===== src/rtl/gshare_pkg.sv =====
// gshare_pkg: default table geometry and the in-flight prediction entry shared by the gshare index unit and its FIFO
package gshare_pkg;
  localparam int ENTRY_NUM = 8192;
  localparam int INDEX_BITS = $clog2(ENTRY_NUM);
  typedef struct packed {
    logic [INDEX_BITS-1:0] index;
    logic pred;
  } gshare_entry_t;
endpackage


===== src/rtl/gshare_inflight_fifo.sv =====
// gshare_inflight_fifo: circular FIFO of in-flight predictions; clk, reset (async low), clear (sync empty), push/push_data, pop/head, count
module gshare_inflight_fifo
  import gshare_pkg::*;
#(
  parameter type entry_t = gshare_entry_t,
  parameter int DEPTH = 8,
  localparam int PW = $clog2(DEPTH),
  localparam int CW = PW + 1
) (
  input  logic          clk,
  input  logic          reset,
  input  logic          clear,
  input  logic          push,
  input  entry_t        push_data,
  input  logic          pop,
  output entry_t        head,
  output logic [CW-1:0] count
);
  entry_t mem [DEPTH];
  logic [PW-1:0] rd_ptr, wr_ptr;
  logic do_push, do_pop;
  assign do_push = push & (count != CW'(DEPTH));
  assign do_pop = pop & (count != '0);
  assign head = mem[rd_ptr];
  always_ff @(posedge clk or negedge reset)
    if (!reset) begin
      rd_ptr <= '0;
      wr_ptr <= '0;
      count <= '0;
    end else if (clear) begin
      rd_ptr <= '0;
      wr_ptr <= '0;
      count <= '0;
    end else begin
      wr_ptr <= do_push ? wr_ptr + PW'(1) : wr_ptr;
      rd_ptr <= do_pop ? rd_ptr + PW'(1) : rd_ptr;
      count <= count + CW'(do_push) - CW'(do_pop);
    end
  always_ff @(posedge clk)
    if (do_push && !clear) mem[wr_ptr] <= push_data;
endmodule


===== src/rtl/gshare_index_unit.sv =====
// gshare_index_unit: gshare index = pc^spec history, tracks in-flight predictions, repairs history on mispredict/flush and emits registered training (clk, reset async low, fetch_*, resolve_*, flush, update_*, resolve_err)
module gshare_index_unit #(
  parameter int ENTRY_NUM = gshare_pkg::ENTRY_NUM,
  parameter int INDEX_BITS = $clog2(ENTRY_NUM),
  parameter int FIFO_DEPTH = 8
) (
  input  logic                  clk,
  input  logic                  reset,
  input  logic                  fetch_valid,
  input  logic [31:0]           fetch_pc,
  input  logic                  bht_predict_taken,
  output logic                  fetch_ready,
  output logic [INDEX_BITS-1:0] lookup_index,
  input  logic                  resolve_valid,
  input  logic [31:0]           resolve_pc,
  input  logic                  resolve_taken,
  output logic                  mispredict,
  input  logic                  flush,
  output logic                  update_en,
  output logic [31:0]           update_pc,
  output logic [INDEX_BITS-1:0] update_index,
  output logic                  actual_taken,
  output logic                  resolve_err
);
  localparam int CW = $clog2(FIFO_DEPTH) + 1;
  typedef struct packed {
    logic [INDEX_BITS-1:0] index;
    logic pred;
  } entry_t;
  logic [INDEX_BITS-1:0] spec_ghr, commit_ghr, commit_next;
  logic [CW-1:0] count;
  entry_t head;
  logic empty, pop, push, kill, unused_pc;
  assign lookup_index = fetch_pc[INDEX_BITS+1:2] ^ spec_ghr;
  assign fetch_ready = count != CW'(FIFO_DEPTH);
  assign empty = count == '0;
  assign pop = resolve_valid & ~empty;
  assign mispredict = pop & (resolve_taken != head.pred);
  assign kill = flush | mispredict;
  assign push = fetch_valid & fetch_ready & ~kill;
  // committed history already includes this cycle's resolve, so a repair lands on the post-pop value
  assign commit_next = pop ? {commit_ghr[INDEX_BITS-2:0], resolve_taken} : commit_ghr;
  assign unused_pc = ^{fetch_pc[31:INDEX_BITS+2], fetch_pc[1:0]};
  gshare_inflight_fifo #(
    .entry_t(entry_t),
    .DEPTH(FIFO_DEPTH)
  ) u_fifo (
    .clk(clk),
    .reset(reset),
    .clear(kill),
    .push(push),
    .push_data(entry_t'({lookup_index, bht_predict_taken})),
    .pop(pop),
    .head(head),
    .count(count)
  );
  always_ff @(posedge clk or negedge reset)
    if (!reset) begin
      spec_ghr <= '0;
      commit_ghr <= '0;
      update_en <= 1'b0;
      update_pc <= '0;
      update_index <= '0;
      actual_taken <= 1'b0;
      resolve_err <= 1'b0;
    end else begin
      commit_ghr <= commit_next;
      spec_ghr <= kill ? commit_next : push ? {spec_ghr[INDEX_BITS-2:0], bht_predict_taken} : spec_ghr;
      update_en <= pop;
      update_pc <= pop ? resolve_pc : update_pc;
      update_index <= pop ? head.index : update_index;
      actual_taken <= pop ? resolve_taken : actual_taken;
      resolve_err <= resolve_err | (resolve_valid & empty);
    end
endmodule


===== config.mk =====
export PLATFORM = sky130hd
export DESIGN_NAME = gshare_index_unit
export DESIGN_NICKNAME = d
export VERILOG_FILES = /design/src/rtl/gshare_pkg.sv /design/src/rtl/gshare_inflight_fifo.sv /design/src/rtl/gshare_index_unit.sv
export SDC_FILE = /design/constraint.sdc
export NUM_CORES = 1
export LEC_CHECK = 0
export ABC_CLOCK_PERIOD_IN_PS = 4700
export CAP_MARGIN = 10
export CORE_ASPECT_RATIO = 0.7
export CORE_MARGIN = 4
export CORE_UTILIZATION = 30
export CTS_CLUSTER_SIZE = 10
export DETAILED_ROUTE_END_ITERATION = 8
export GPL_TIMING_DRIVEN = 0
export PLACE_DENSITY = 0.53
export SLEW_MARGIN = 5
export SYNTH_ARGS = -nofsm -noshare
export SYNTH_HDL_FRONTEND = slang
export SYNTH_SLANG_ARGS = --single-unit

===== constraint.sdc =====
create_clock -name clk -period 4.7 [get_ports clk]
set_input_delay 0.94 -clock clk [delete_from_list [all_inputs] [get_ports clk]]
set_output_delay 0.94 -clock clk [all_outputs]
set_load 0.01 [all_outputs]

# == Word level (Yosys, flattened, before mapping) ==
# Memory sizes are Yosys's and may differ from the RTL's.
# Index checks and enable logic that the tools add are counted.
# totals
ramBits,112
out_inout_bits,63
register_bits,84
in_bits,71
wordCells,46
n_memories,1
# mem_list
name,words,width,rd,rd_ports_with_merged_regs,wr,line_no,text
u_fifo.mem,8,14,1,0,1,gshare_inflight_fifo.sv:19,entry_t mem [DEPTH];
# op_classes
n_bitwise,12
n_reduce_logical,7
addsub,4
mux,10
eq_ne,2
# ops
operator,count
$mux 13,3
$xor 13x13->13,1
$mux 3,4
$and 1x1->1,7
$add 3x1->3 const B,2
$reduce_bool 2->1,3
$add 4x1->4,1
$logic_not 4->1,1
$mux 4,1
$ne 4x4->1 const B,1
$reduce_bool 4->1,1
$sub 4x1->4,1
$mux 1,2
$not 1->1,2
$or 1x1->1,2
$logic_and 1x1->1,1
$logic_not 1->1,1
$ne 1x1->1,1

# == Logic depth before layout (Yosys ltp) ==
# logic_depth
word_depth,11
depth_mapped,15
depth_no_buf,12

# == Modules after synthesis ==
# From an unflattened synthesis, not the netlist that was laid out.
# unflattened
hier_cells,560
hier_area_um2,8095.3
# modules_own_cells
module,seq_area_each_um2,area_each_um2,cells_each,n_inst
gshare_inflight_fifo,3613.5,4964.8,237,1
gshare_index_unit,1851.8,3130.5,323,1

# == Worst setup path before layout ==
# No wires, ideal clock.
# synth_timing
path_kind,input -> register
startpoint,in fetch_valid
endpoint,"mem u_fifo.mem[4][0] (netlist name), enable pin"
required_time_ns,4.279
t_arrival_ns,3.359
path_stages,5
slack_ns,0.920
cell_sequence,and2_1 clkbuf_1 buf_1 nand3_1 nor4_1
# synth_via
elab_chain_len,6
# synth_rtl
element,line_no,text
from (decl),gshare_index_unit.sv:9,"input logic fetch_valid,"
$and 1x1->1 (2 in series),gshare_index_unit.sv:40,assign push = fetch_valid & fetch_ready & ~kill;
$and 1x1->1,gshare_inflight_fifo.sv:22,assign do_push = push & (count != CW'(DEPTH));
$logic_and 1x1->1,gshare_inflight_fifo.sv:40,if (do_push && !clear) mem[wr_ptr] <= push_data;
$mux 1,gshare_inflight_fifo.sv:40,
$mux 1 (not written as such),gshare_inflight_fifo.sv:40,
to (decl),gshare_inflight_fifo.sv:19,
# Every way passes these cells.

# == Worst setup path in the final report ==
# layout_timing
startpoint,reg u_fifo.rd_ptr[0]
endpoint,out mispredict
# layout_via
elab_chain_len,3
# layout_rtl
element,line_no,text
from (decl),gshare_inflight_fifo.sv:20,"logic [PW-1:0] rd_ptr, wr_ptr;"
from (signal assigned),gshare_inflight_fifo.sv:36,rd_ptr <= do_pop ? rd_ptr + PW'(1) : rd_ptr;
$mem_v2 8x14,-,
$ne 1x1->1,gshare_index_unit.sv:38,assign mispredict = pop & (resolve_taken != head.pred);
$and 1x1->1,gshare_index_unit.sv:38,
to (decl),gshare_index_unit.sv:17,"output logic mispredict,"
# Every way passes these cells.

==> run summary <==
status -> finished clean
post-synthesis net count -> 622
maxcap violations -> 0
WS Path Type -> reg -> out
Die Footprint -> 29100 um^2
R2R Path End -> u_fifo.count[2]
minimum clock period -> 4.01 ns
crit path max fanout -> 10
via count -> 4736
Layout Nets -> 766
DRC viols -> 0
Synth Register Bits -> 196
TritonRoute pass-1 iters -> 5
YS warnings -> 0
GRT Overall Usage -> 0.130
Rel. slew slack -> 0.452
HP Class -> in -> async
# diodes -> 0
P_leak -> 3.98 nW
Final GP Congestion -> 0.773
vias in the first global route -> 4927
CTS tree -> built
pre-CTS setup slack -> 0.551 ns
post-route cell area -> 10300 um^2
layout cells sized above 1 -> 0.130
Main synth FF type -> edfxtp_1
1st-iter DRT viols -> 353
post-synthesis sequential area ratio -> 0.689
startpoint types -> flip-flop
Initial Util -> 0.307
setup repair bufs after CTS -> 0
dpl cell area -> 9690 um^2
Final setup viols -> 0
largest net degree at the start of global routing -> 69
Critical Path End Type -> output port
pwr dens -> 593 nW/um^2
path depth of the worst reg2reg path -> 14
CTS Buffer Depth -> 2
most frequent cell after synthesis -> nand2_1
CP required -> 3.76 ns
unrepaired setup endpoints after global routing -> no
post-cts hold buffer count -> 0
Post-Syn Area -> 7930 um^2
clock-pin slew on the worst setup and hold paths -> 0.07 ns
Mean Syn Cell Area -> 14.6 um^2
dpl cells -> 1024
Post-DP HPWL -> 13600 um
first-pass GRT wire length -> 29100 um
Root Buffer -> clkbuf_16
peak supply drop -> 0.288 mV
vias per cell -> 4.48
GR Overflow Total -> 0
final worst setup slack -> 0.694 ns
share of the synthesized area in the top cell type -> 0.424
die height -> 144 um
row count -> 49
reg-to-reg setup timing slack -> 1.09 ns
synth top area cells -> edfxtp_1, dfrtp_1, mux4_2
WL final -> 18700 um
H-tree levels -> 4
Synth area leader -> edfxtp_1
Clock Skews -> 0.00945 ns
Buffers on Ports -> 114
synth cell count leaders -> nand2_1, edfxtp_1, dfrtp_1, mux2i_1, nor2_1
ANT nets after route -> 0
total negative setup slack -> 0 ns
Hold Fails Final Rpt -> 0
clock latency on the worst-skew pair -> 0.42 ns
PostCTS Resize Cnt -> 0
core footprint -> 25900 um^2
non-filler cells, final -> 1056
fin crit share -> 0.852
Synth cell types -> 34
Final Max Slew Viols -> 0
crit path DAT -> 3.07 ns
Post-synth EDFFs -> 112
worst slew pin tran -> 0.823 ns
reg2reg start -> u_fifo.count[2]
total I/O pin count -> 134
antenna violations before repair -> 0
# clock sinks -> 196
Avg WL per Cell -> 17.7 um
Die Width -> 202 um
Async S/R FF share, synth -> 0.429
Synth-to-Final Area Change -> 29.5%
cell count after synthesis -> 542
CTS buffer count -> 17
fmax -> 250 MHz
-- cells by family after synthesis --
family | Yosys count | share of synthesized area
AO/OA/AOI/OAI | 33 | 0.0284
XOR/XNOR | 19 | 0.0210
adder cells (fa/ha/maj) | 9 | 0.0151
buffers and inverters | 50 | 0.0270
flip-flops | 196 | 0.689
multiplexers | 70 | 0.135
AND/OR/NAND/NOR | 165 | 0.0844
-- critical path, cell delays in order (launching register included) --
cell             delay, ns
dfrtp_1               0.47
buf_6                 0.23
mux2_4                0.31
mux4_2                0.54
mux2i_4               0.35
buf_6                 0.20
inv_1                 0.05
clkdlybuf4s50_1       0.48
-- report_power, final --
group	internal (mW)	switching (mW)
combinational	1.00	1.06
sequential	2.34	0.273
clock	0.790	0.628
total	4.14	1.96
-- per-layer routing --
metal	global-route usage	vias to the layer above	share of wire
met5	0	-	0
met2	0.204	118	0.46
met1	0.186	2389	0.48
met3	0.0345	13	0.055
li1	-	2216	-
met4	0.0278	0	0.0081
-- sequential cells by signal, indices dropped and copies added, names as in the netlist --
signal / cells
commit_ghr: 13
u_fifo.count: 4
update_index: 13
spec_ghr: 13
u_fifo.rd_ptr: 3
u_fifo.mem: 112
actual_taken: 1
resolve_err: 1
u_fifo.wr_ptr: 3
update_pc: 32
update_en: 1
-- cell usage in the layout (no fill, tap or decap), types with 5 or more instances in the layout --
cell / netlist / final
nand2_1: 121 / 121
mux2i_1: 37 / 37
buf_6: 3 / 5
clkbuf_16: 0 / 20
o21ai_0: 14 / 14
xor2_1: 15 / 15
nor2_1: 27 / 21
a221oi_1: 12 / 12
buf_4: 0 / 5
edfxtp_1: 112 / 112
clkbuf_1: 15 / 16
clkdlybuf4s50_1: 0 / 113
inv_1: 22 / 22
mux4_2: 24 / 24
nor2_2: 0 / 6
ha_1: 8 / 8
buf_1: 6 / 6
dfrtp_1: 84 / 84
-- cell type report --
type,instances,area (um^2)
Fill cell,2433,15600
Sequential cell,196,5470
Multi-Input combinational cell,296,2280
Timing Repair Buffer,125,1280
Clock buffer,24,522
Tap cell,357,447
Buffer,27,128
Inverter,23,86.3
Clock inverter,8,62.6
-- per-stage QoR --
step	hold slack [ns]	total power, mW	utilization
global placement	0.445	4.66	0.368
detailed placement	0.462	4.75	0.374
floorplan	0.451	3.71	-
CTS	0.383	6.19	0.397
finish	0.391	6.09	0.397
global route	0.382	6.48	0.397
-- how the worst max path moves through the flow --
stage / from / to / slack, ns / cells past startpoint
4_1_cts: u_fifo.rd_ptr[0] / mispredict / 0.68 / 7
6_report: u_fifo.rd_ptr[0] / mispredict / 0.69 / 7
3_3_place_gp: fetch_valid / u_fifo.mem[0][4] / -1.25 / 6
5_1_grt: u_fifo.rd_ptr[0] / mispredict / 0.59 / 7
3_5_place_dp: resolve_valid / u_fifo.count[1] / 0.55 / 11
2_1_floorplan: fetch_valid / u_fifo.mem[4][0] / 0.92 / 5
(Power assumes the default switching activity.)
==> RTL change: new RTL, config.mk and constraints unchanged <==
Put one more register stage on the output `resolve_err`, without a reset. The value now appears one clock later. The other outputs are not delayed to match. Comments in the files are not updated.
--- a/src/rtl/gshare_index_unit.sv
+++ b/src/rtl/gshare_index_unit.sv
@@ -27,6 +27,8 @@
     logic [INDEX_BITS-1:0] index;
     logic pred;
   } entry_t;
+
+  logic resolve_err_s0;
   logic [INDEX_BITS-1:0] spec_ghr, commit_ghr, commit_next;
   logic [CW-1:0] count;
   entry_t head;
@@ -62,7 +64,7 @@
       update_pc <= '0;
       update_index <= '0;
       actual_taken <= 1'b0;
-      resolve_err <= 1'b0;
+      resolve_err_s0 <= 1'b0;
     end else begin
       commit_ghr <= commit_next;
       spec_ghr <= kill ? commit_next : push ? {spec_ghr[INDEX_BITS-2:0], bht_predict_taken} : spec_ghr;
@@ -70,7 +72,11 @@
       update_pc <= pop ? resolve_pc : update_pc;
       update_index <= pop ? head.index : update_index;
       actual_taken <= pop ? resolve_taken : actual_taken;
-      resolve_err <= resolve_err | (resolve_valid & empty);
+      resolve_err_s0 <= resolve_err_s0 | (resolve_valid & empty);
     end
+  always_ff @(posedge clk) begin
+      resolve_err <= resolve_err_s0;
+  end
+
 endmodule
 
Function: changed (a bounded check fails within 4 cycles, from zero or initial values and one cycle with reset low).
==> RTL change against the original RTL <==
  * Hold slack got worse by 0.0079 ns
  * Sequential cell count increased by 1
  * Register-to-register slack got worse by 0.02 ns
  * Power about the same
  * Worst setup slack got worse by 0.0098 ns
  * Count of clock-buffer cells in the layout decreased by 5
  * Routed wire length increased by 1.1%
  * Sequential power about the same
  * Area after synthesis increased by 0.25%
  * Fmax decreased by 0.24%
  * Design area increased by 0.16%
  * Sequential share of layout area increased by 0.11 points
  * Synthesized cell count increased by 0.18%
  * Critical path type unchanged
  * Largest power group unchanged
==> RTL change: results (changes against the original RTL) <==
The class of the worst hold path is in -> async (unchanged). The net count of the finished layout was 769 (was 766). The routability-driven placement congestion ratio is 0.7647 (was 0.7730). The iteration-0 DRC count of the detailed router is 287 (was 353). The post-synth net total is 623 (was 622). The final setup skew came out at 0.009251 ns (was 0.009455 ns). The setup slack of the most critical reg-to-reg path is 1.07 ns (was 1.09 ns). Status: finished clean (unchanged). The via density per instance was 4.510 (was 4.485). The global-route wire length before repair is 29.28 mm (was 29.06 mm). The maximum vdd ir drop came out at 291.3 µV (was 287.8 µV).

Main area contributors after synthesis: edfxtp_1, dfrtp_1, mux4_2 (unchanged). The actual transition at the worst max-transition pin came out at 0.8465 ns (was 0.8227 ns). The ratio of cells with drive above 1 in the final layout is 0.1282 (was 0.1302). The synthesized netlist cell count was 543 (was 542). The number of different library cells in the post-synthesis netlist is 35 (was 34). The wire length after detailed routing is 18.91 mm (was 18.70 mm). The via count of the first global-routing pass is 4998 (was 4927). The mean routed wirelength per cell is 17.85 µm (was 17.71 µm).

The total CTS buffers is 17 (unchanged). The global router's overall resource usage came out at 0.1332 (was 0.1305). The leakage power came to 0.003971 µW (was 0.003979 µW). The number of cells after detailed placement is 1027 (was 1024).

The fraction of registers with async set/reset came out at 0.4264 (was 0.4286). The first-pass detailed-route iteration total came out at 4 (was 5). The worst setup timing slack at the placement stage came out at 0.6053 ns (was 0.5511 ns). The half-perimeter wire length of the detailed placement result is 13.86 mm (was 13.63 mm). The share of synthesized area occupied by flip-flops and latches is 0.6897 (was 0.6890). The maximum number of pins on one net before global-route repair is 65 (was 69). The final worst hold slack came out at 0.3834 ns (was 0.3913 ns).
RTL change: cells by family after synthesis:
logic type	share of synthesized area
buffers and inverters	0.02690
multiplexers	0.1348
flip-flops	0.6897
AO/OA/AOI/OAI	0.02832
XOR/XNOR	0.02093
adder cells (fa/ha/maj)	0.01510
AND/OR/NAND/NOR	0.08417
RTL change: worst max-delay path by stage:
stage,start,end,slack (ns),cells past startpoint
after floorplan,fetch_valid,u_fifo.mem[4][0]$_DFFE_PP_,0.92,5
after global placement,fetch_valid,u_fifo.mem[0][8]$_DFFE_PP_,-1.50,6
after detailed placement,resolve_valid,u_fifo.count[3]$_DFF_PN0_,0.61,13
after CTS,u_fifo.rd_ptr[0]$_DFFE_PN0P_,mispredict,0.65,7
after global routing,u_fifo.rd_ptr[0]$_DFFE_PN0P_,mispredict,0.57,7
final,u_fifo.rd_ptr[0]$_DFFE_PN0P_,mispredict,0.68,7
RTL change: per-layer routing:
| metal | share of wire | wire length [µm] | track usage |
|---|---|---|---|
| met5 | 0 | 0 | 0 |
| met4 | 0.012 | 222 | 0.03035 |
| met3 | 0.080 | 1506 | 0.04214 |
| met2 | 0.45 | 8508 | 0.2036 |
| met1 | 0.46 | 8671 | 0.1881 |
RTL change: through the flow:
stage	total power [µW]	cell area, µm²	utilization
6_report	6086	10290	0.3976
5_1_grt	6468	10290	0.3976
4_1_cts	6173	10290	0.3976
3_5_place_dp	4769	9728	0.3760
3_3_place_gp	4682	9540	0.3687
2_1_floorplan	3720	7953	-
RTL change: worst max-delay path, delay by kind of cell (launching register included):
| kind | cells | cell delay (ns) |
|---|---|---|
| buffers and inverters | 4 | 0.94 |
| multiplexers | 3 | 1.21 |
| flip-flops | 1 | 0.48 |
RTL change: cell type report:
class	count	area, µm²
clock inverters	13	125.1
flip-flops and latches	197	5485
inverters	23	86.33
plain buffers	27	127.6
repair buffers	127	1301
fillers	2411	15590
clock buffers	19	432.9
multi-input cells	296	2281
well taps	357	446.7
RTL change: power by group:
part           total (µW)  internal (µW)  switching [µW]
registers            2630           2350             275
logic                2070           1010            1070
clock network        1390            739             651
